File: src/rtl/reset_sequencer.sv
`timescale 1ns/1ps
`default_nettype none
// ---------------------------------------------------------------------------
// reset_sequencer: ordered per-domain reset release with software re-sequence
// Rev 1.0
// ---------------------------------------------------------------------------
module reset_sequencer #(
  parameter int NUM_STAGES        = 4,
  parameter int MIN_ASSERT_CYCLES = 8,
  parameter int GAP_CYCLES        = 16,
  parameter int DLY               = 1
) (
  input  logic                  clk_i,
  input  logic                  rst_n_sync_i,
  input  logic                  sw_rst_req_i,
  output logic                  sw_rst_ack_o,
  output logic [NUM_STAGES-1:0] rst_n_stage_o,
  output logic                  seq_busy_o,
  output logic                  seq_done_o
);

  // DLY only affects simulation timing and folds to zero here.
  localparam int CNT_TOP = ((MIN_ASSERT_CYCLES > GAP_CYCLES) ? MIN_ASSERT_CYCLES : GAP_CYCLES) + 0 * DLY;
  localparam int CW      = $clog2(CNT_TOP + 1);
  localparam int IW      = $clog2(NUM_STAGES + 1);

  localparam logic [CW-1:0] MIN_CNT  = CW'(MIN_ASSERT_CYCLES);
  localparam logic [CW-1:0] GAP_CNT  = CW'(GAP_CYCLES);
  localparam logic [IW-1:0] LAST_IDX = IW'(NUM_STAGES - 1);

  typedef enum logic [1:0] {HOLD, RELEASE, RUN, ACK} state_t;

  state_t                  state, state_d;
  logic [CW-1:0]           cnt, cnt_d, cnt_inc;
  logic [IW-1:0]           idx, idx_d;
  logic [NUM_STAGES-1:0]   stage, stage_d;
  logic                    ack, ack_d;
  logic                    done, done_d;
  logic                    busy, busy_d;
  logic                    pend, pend_d;

  always_ff @(posedge clk_i or negedge rst_n_sync_i) begin
    if (!rst_n_sync_i) begin
      state <= HOLD;
      cnt   <= '0;
      idx   <= '0;
      stage <= '0;
      ack   <= 1'b0;
      done  <= 1'b0;
      busy  <= 1'b1;
      pend  <= 1'b0;
    end else begin
      state <= state_d;
      cnt   <= cnt_d;
      idx   <= idx_d;
      stage <= stage_d;
      ack   <= ack_d;
      done  <= done_d;
      busy  <= busy_d;
      pend  <= pend_d;
    end
  end

  assign cnt_inc = cnt + CW'(1);

  always_comb begin
    state_d = state;
    cnt_d   = cnt;
    idx_d   = idx;
    stage_d = stage;
    ack_d   = ack;
    done_d  = done;
    busy_d  = busy;
    pend_d  = pend;
    case (state)
      HOLD: begin
        cnt_d = cnt_inc;
        if (cnt_inc == MIN_CNT) begin
          cnt_d   = '0;
          state_d = RELEASE;
        end
      end
      RELEASE: begin
        cnt_d = cnt_inc;
        if (cnt_inc == GAP_CNT) begin
          cnt_d = '0;
          idx_d = idx + IW'(1);
          for (int k = 0; k < NUM_STAGES; k++) begin
            if (idx == IW'(k)) stage_d[k] = 1'b1;
          end
          if (idx == LAST_IDX) begin
            done_d = 1'b1;
            busy_d = 1'b0;
            // A software-initiated sequence finishes with the acknowledge.
            if (pend) begin
              ack_d   = 1'b1;
              pend_d  = 1'b0;
              state_d = ACK;
            end else begin
              state_d = RUN;
            end
          end
        end
      end
      RUN: begin
        if (sw_rst_req_i && !ack) begin
          stage_d = '0;
          done_d  = 1'b0;
          busy_d  = 1'b1;
          idx_d   = '0;
          cnt_d   = '0;
          pend_d  = 1'b1;
          state_d = HOLD;
        end
      end
      ACK: begin
        if (!sw_rst_req_i) begin
          ack_d   = 1'b0;
          state_d = RUN;
        end
      end
      default: state_d = HOLD;
    endcase
  end

  assign sw_rst_ack_o  = ack;
  assign rst_n_stage_o = stage;
  assign seq_busy_o    = busy;
  assign seq_done_o    = done;

endmodule
`default_nettype wire
File: config.mk
export PLATFORM = sky130hd
export DESIGN_NAME = reset_sequencer
export DESIGN_NICKNAME = d
export VERILOG_FILES = /design/src/rtl/reset_sequencer.sv
export SDC_FILE = /design/constraint.sdc
export NUM_CORES = 1
export LEC_CHECK = 0
export CAP_MARGIN = 10
export CORE_ASPECT_RATIO = 1.2
export CORE_UTILIZATION = 29
export CTS_BUF_LIST = sky130_fd_sc_hd__clkbuf_16
export CTS_CLUSTER_SIZE = 20
export DETAILED_ROUTE_END_ITERATION = 7
export PLACE_DENSITY = 0.45
export SYNTH_ARGS = -nofsm -noshare
export SYNTH_HDL_FRONTEND = slang
export SYNTH_SLANG_ARGS = --single-unit
export TNS_END_PERCENT = 30
File: constraint.sdc
create_clock -name clk_i -period 1.9 [get_ports clk_i]
set_input_delay 0.57 -clock clk_i [delete_from_list [all_inputs] [get_ports clk_i]]
set_output_delay 0.57 -clock clk_i [all_outputs]
set_load 0.02 [all_outputs]
==> results of run 1 <==
-- kinds of logic (layout without fill, tap and decap cells) --
group | Yosys count | in the layout | synth area share
AND/OR/NAND/NOR | 31 | 31 | 0.151
AO/OA/AOI/OAI | 25 | 25 | 0.160
flip-flops | 17 | 17 | 0.382
buffers and inverters | 13 | 37 | 0.0481
adder cells (fa/ha/maj) | 12 | 12 | 0.134
multiplexers | 11 | 11 | 0.116
XOR/XNOR | 1 | 1 | 0.00784
-- timing repair --
item | in CTS | in global routing
setup endpoints to repair | 1 | 7
resized for setup | 1 | 4
buffers inserted | 0 | 0
-- synth_stat cells, types with 2 or more instances --
| cell type | instances | area share |
|---|---|---|
| mux2i_1 | 4 | 0.036 |
| mux2_1 | 6 | 0.060 |
| ha_1 | 12 | 0.13 |
| o21ai_1 | 4 | 0.018 |
| o21bai_1 | 2 | 0.013 |
| o21ai_0 | 2 | 0.0090 |
| nand3_1 | 5 | 0.022 |
| a22o_1 | 6 | 0.047 |
| nor2b_1 | 2 | 0.011 |
| dfrtp_1 | 16 | 0.36 |
| nand2_1 | 8 | 0.027 |
| a32o_1 | 2 | 0.018 |
| a21oi_1 | 5 | 0.022 |
| inv_1 | 9 | 0.030 |
| and2_1 | 2 | 0.011 |
| nor2_1 | 3 | 0.010 |
| nor4b_1 | 3 | 0.024 |
| nor3_1 | 5 | 0.022 |
-- worst min path at each step --
| stage | startpoint | cells past startpoint | endpoint |
|---|---|---|---|
| global placement | rst_n_stage_o[3] | 1 | rst_n_stage_o[3] |
| floorplan | rst_n_sync_i | 0 | cnt[0] |
| finish | rst_n_stage_o[3] | 1 | rst_n_stage_o[3] |
| CTS | rst_n_stage_o[3] | 1 | rst_n_stage_o[3] |
| detailed placement | rst_n_stage_o[3] | 1 | rst_n_stage_o[3] |
| global route | rst_n_stage_o[3] | 1 | rst_n_stage_o[3] |
-- power by group --
part | internal (mW) | switching [mW]
sequential | 0.523 | 0.153
combinational | 0.644 | 0.655
clock | 0.282 | 0.151
-- registers in the layout, summed over array words and instances (netlist names) --
signal and flops:
sw_rst_ack_o 1, state 2, cnt 5, pend 1, rst_n_stage_o 4, seq_busy_o 1
idx 3
-- metal layers --
metal / up-vias / wire length, um / GRT usage
met5: - / 0 / 0
met4: 0 / 57 / 0.0635
met3: 5 / 56 / 0.0296
met2: 7 / 1230 / 0.225
met1: 449 / 1140 / 0.181
li1: 445 / - / -
-- area by class of cell --
| cell class | instances | area [um^2] | area share |
|---|---|---|---|
| inverter | 10 | 37.5 | 0.0259 |
| clock inverter | 1 | 5.00 | 0.00345 |
| tap | 52 | 65.1 | 0.0448 |
| multi-input combinational | 80 | 647 | 0.446 |
| sequential | 17 | 428 | 0.295 |
| clock buffer | 3 | 75.1 | 0.0517 |
| timing repair buffer | 23 | 194 | 0.134 |
==> flow_summary.yaml, run 1 <==
worst_setup_path:
  reg2reg_slack_ns: 0.09
  crit_family: "buffers and inverters"
  rr_startpoint: "cnt[4]"
  end_kind: "output port"
  cp_slowest_cell: "clkdlybuf4s50_1"
  reg2reg_depth: 5
  worstSetupPathType: "flop to output port"
  cp-endpoint: "sw_rst_ack_o"
  r2r_end: "rst_n_stage_o[1]"
  crit_cells: 1
  worst-endpoint-arrival_ns: 1.29
  crit_path_cell_trace: "clkdlybuf4s50_1"
  cpPeakStageDelay_ns: 0.63
  critPathRequiredTime_ns: 1.33
  worst-path-buf-inv: 1
  cp-startpoint: "sw_rst_ack_o"
  startpoint_type: "flop"
  crit_fanout: 4
grt:
  antenna_found_initial: 0
  track_usage: 0.141
  grt_pass1_wl_um: 4320
  grt_max_degree: 11
  overflow: 0
  grt_pass1_vias: 907
clock_network:
  numCtsBuffers: 3
  cts_tree: "done"
  ctsHoldBuffers: 0
  cts_max_level: 1
  root_buffer: "clkbuf_16"
  worstSkewPairLatency_ns: 0.25
  cts.sinks: 17
  cts_buffer_depth: 2
  cts.clk_slew.worst_paths_ns: 0.05
place:
  hpwlAfterDp_um: 1960
  place.gp.congestion: 0.771
  port_buffers: 9
  placed_area_um2: 1360
  placedCellCount: 182
  pre_cts_ws_ns: -0.249
detailed_routing:
  via_per_inst: 4.87
  wl_per_cell_um: 13.3
  drcViolationCount: 0
  drt_wl_total_um: 2480
  dr.pass1.iters: 4
  via_count: 906
  first_iter_violations: 18
  ant_nets: 0
final_layout:
  fin_nets: 150
  final_core_util: 0.396
  final_cell_mix: "dfrtp_1 (15), buf_4 (14), ha_1 (12)"
  area_delta_synth_final_pct: 29.9
  finish.instance_area_um2: 1450
  fillers: 385
  final-instance-count-excl-fill: 186
  drive_gt1_frac: 0.201
  diodes: 0
  final_common_cell: "dfrtp_1"
floorplan:
  die_h_um: 70.0
  std_cell_rows: 24
  start_util: 0.305
  dieArea_um2: 4110
  core_area_um2: 3660
  die_x_um: 58.7
  pin_count: 10
sta:
  setup_slack_ns: 0.0413
  rsz0062_at_grt: "true"
  fmax_mhz: 538
  maxSlewViolCount: 0
  min_period_over_period: 0.978
  skew_ns: 0.00124
  finalHoldViolCount: 0
  finalSetupTns_ns: 0
  worst_slew_pin_slew_ns: 0.374
  setup_viol: 0
  layout_min_cycle_time_ns: 1.86
  holdWs_ns: 0.515
  slew_headroom: 0.750
yosys:
  synth_seq_cells: 17
  synth_cell_types: 32
  ys.flop_type: "dfrtp_1"
  ys_seq_area_frac: 0.382
  avgSynthCellArea_um2: 10.2
  synthesis.area_um2: 1120
  syn_inst: 110
  synth_enable_flop_cells: 0
  yosysWarningCount: 0
  synthArstFlopShare: 1.00
  syn-num-nets: 125
worst_hold_path:
  hp-class: "flop to flop"
outcome:
  outcome: "finished clean"
power:
  vdd_drop_max_mv: 0.630
  p_leak_nw: 0.613
  p_per_area_nw_per_um2: 1660
  total_power_mw: 2.41
run:
  max_cap_viol_count: 0
Power figures use the tool's default switching activity.
==> inputs of run 2 (changes only) <==
- ABC_AREA: default -> 1
==> flow_summary.yaml, run 2 <==
outcome:
  outcome: "finished clean"
final_layout:
  multi_input_area_um2: 686
  final_cell_mix: "nand2_1 (40), inv_1 (16), dfrtp_1 (16)"
  largest_register_ffs: 5
  diodes: 0
  drive_gt1_frac: 0.193
  area_delta_synth_final_pct: 19.4
  fillers: 444
  final_common_cell: "nand2_1"
  final-instance-count-excl-fill: 215
  fin_nets: 177
  ff_latch_area_um2: 427
  largest_register: "cnt"
sta:
  maxSlewViolCount: 0
  rsz0062_at_grt: "false"
  slew_headroom: 0.804
  finalHoldViolCount: 0
  fmax_mhz: 557
  layout_min_cycle_time_ns: 1.79
  skew_ns: 0.00431
  setup_viol: 0
  min_period_over_period: 0.945
  finalSetupTns_ns: 0
  worst_slew_pin_slew_ns: 0.294
floorplan:
  core_area_um2: 3970
  die_x_um: 61.1
  die_h_um: 72.9
  pin_count: 10
  dieArea_um2: 4460
  start_util: 0.306
  std_cell_rows: 25
grt:
  grt_pass1_vias: 975
  track_usage: 0.126
  overflow: 0
  antenna_found_initial: 0
  grt_pass1_wl_um: 4120
  grt_max_degree: 18
place:
  place.gp.congestion: 0.765
  port_buffers: 9
  hpwlAfterDp_um: 1940
  placedCellCount: 211
worst_setup_path:
  crit_fanout: 3
  crit_path_cell_trace: "clkdlybuf4s50_1"
  cp-endpoint: "sw_rst_ack_o"
  worst-endpoint-arrival_ns: 1.22
  cp_slowest_cell: "clkdlybuf4s50_1"
  r2r_end: "rst_n_stage_o[3]"
  reg2reg_depth: 8
  worstSetupPathType: "flop to output port"
  end_kind: "output port"
  rr_startpoint: "cnt[0]"
  crit_family: "buffers and inverters"
  worst-path-buf-inv: 1
  startpoint_type: "flop"
  cpPeakStageDelay_ns: 0.61
  critPathRequiredTime_ns: 1.33
  reg2reg_slack_ns: 0.29
  cp-startpoint: "sw_rst_ack_o"
  crit_cells: 1
clock_network:
  cts_buffer_depth: 2
  postCtsSetupRepairBufs: 0
  cts.sinks: 17
  worstSkewPairLatency_ns: 0.25
  cts.clk_slew.worst_paths_ns: 0.05
  cts_max_level: 1
  numCtsBuffers: 3
  cts_tree: "done"
  ctsHoldBuffers: 0
  root_buffer: "clkbuf_16"
power:
  vdd_drop_max_mv: 0.673
  p_leak_nw: 0.705
  p_per_area_nw_per_um2: 1790
yosys:
  synth_seq_cells: 17
  synth_cell_types: 28
  synth_enable_flop_cells: 0
  synthesis.area_um2: 1220
  avgSynthCellArea_um2: 8.27
  synth_top_area_share: 0.329
  syn_inst: 147
  synthArstFlopShare: 1.00
  synth_area_leaders: "dfrtp_1 (33%), ha_1 (12%), nand2_1 (12%), inv_1 (4.9%), nand3_1 (3.7%)"
  yosysWarningCount: 0
  yosysMostFrequentCell: "nand2_1"
  ys_seq_area_frac: 0.351
  ys.flop_type: "dfrtp_1"
  synth_common_cells: "nand2_1 (40), dfrtp_1 (16), inv_1 (16)"
  yosys.area.top_type: "dfrtp_1"
  syn-num-nets: 162
worst_hold_path:
  hp-class: "flop to flop"
detailed_routing:
  via_per_inst: 4.55
  drcViolationCount: 0
  first_iter_violations: 35
  drt_wl_total_um: 2350
  dr.pass1.iters: 4
  wl_per_cell_um: 10.9
  via_count: 978
  ant_nets: 0
run:
  max_cap_viol_count: 0
==> run 2: changes by cell type in the layout (fill, tap and decap cells not counted), sizes merged, moves of 5 or more <==
cell and delta:
nand2 +39, nand4 +5, mux2 -6, inv +9
nor3 -5, nand3 +10, o21ai +6, mux2i -5
buf -10, a22o -6
==> run 2: cells by family (layout without fill, tap and decap cells) <==
family	after synthesis	in the layout	share of synthesized area
simple gates	76	76	0.338
buf+inv	22	36	0.0854
compound gates	19	19	0.0946
flops	17	17	0.351
fa+ha+maj	12	12	0.123
xor+xnor	1	1	0.00720
==> run 2: repair_timing <==
action	4_1_cts	5_1_grt
hold endpoints to repair	0	0
gates resized for setup	1	0
endpoints found under the setup margin	1	0
==> run 2: worst min-delay path by stage <==
stage | startpoint | endpoint | slack [ns] | cells past startpoint
after global placement | seq_busy_o | seq_busy_o | 0.45 | 2
after CTS | seq_busy_o | seq_busy_o | 0.47 | 2
final | seq_busy_o | seq_busy_o | 0.46 | 2
after floorplan | rst_n_sync_i | cnt[0] | 0.27 | 0
after detailed placement | rst_n_stage_o[1] | rst_n_stage_o[1] | 0.46 | 2
after global routing | rst_n_stage_o[0] | rst_n_stage_o[0] | 0.50 | 2
==> run 2: tightest hold or removal path, cell delays in order, from the launching register on <==
cell and delay (ns):
dfstp_2 0.36, nand2_1 0.05, nand2_1 0.05
==> run 2: final cells by class <==
class                   instances  area share
flip-flops and latches         17       0.294
well taps                      54      0.0465
multi-input cells             108       0.472
clock buffers                   3      0.0517
inverters                      19      0.0508
clock inverters                 1     0.00345
repair buffers                 13      0.0818
==> run 2: per-layer routing <==
layer,GRT usage,vias to the layer above,part of all wire
met5,0,-,0
met3,0.0284,5,0.025
met1,0.148,462,0.43
li1,-,498,-
met2,0.216,13,0.53
met4,0.0530,0,0.020
==> run 2: power by group <==
part,internal (mW),switching [mW],total [mW]
combinational,0.599,0.902,1.50
sequential,0.526,0.142,0.668
clock,0.282,0.145,0.427
total,1.41,1.19,2.60
==> run 2: stage by stage <==
| stage | power, mW | util | cell area, um^2 | hold WS [ns] | setup slack, ns |
|---|---|---|---|---|---|
| after floorplan | 1.80 | - | 1220 | 0.274 | 0.447 |
| after global placement | 2.20 | 0.346 | 1370 | 0.453 | 0.0161 |
| after detailed placement | 2.21 | 0.346 | 1370 | 0.462 | 0.0193 |
| after CTS | 2.65 | 0.366 | 1450 | 0.469 | 0.0924 |
| after global routing | 2.86 | 0.366 | 1450 | 0.500 | 0.0558 |
| final | 2.60 | 0.366 | 1450 | 0.463 | 0.105 |
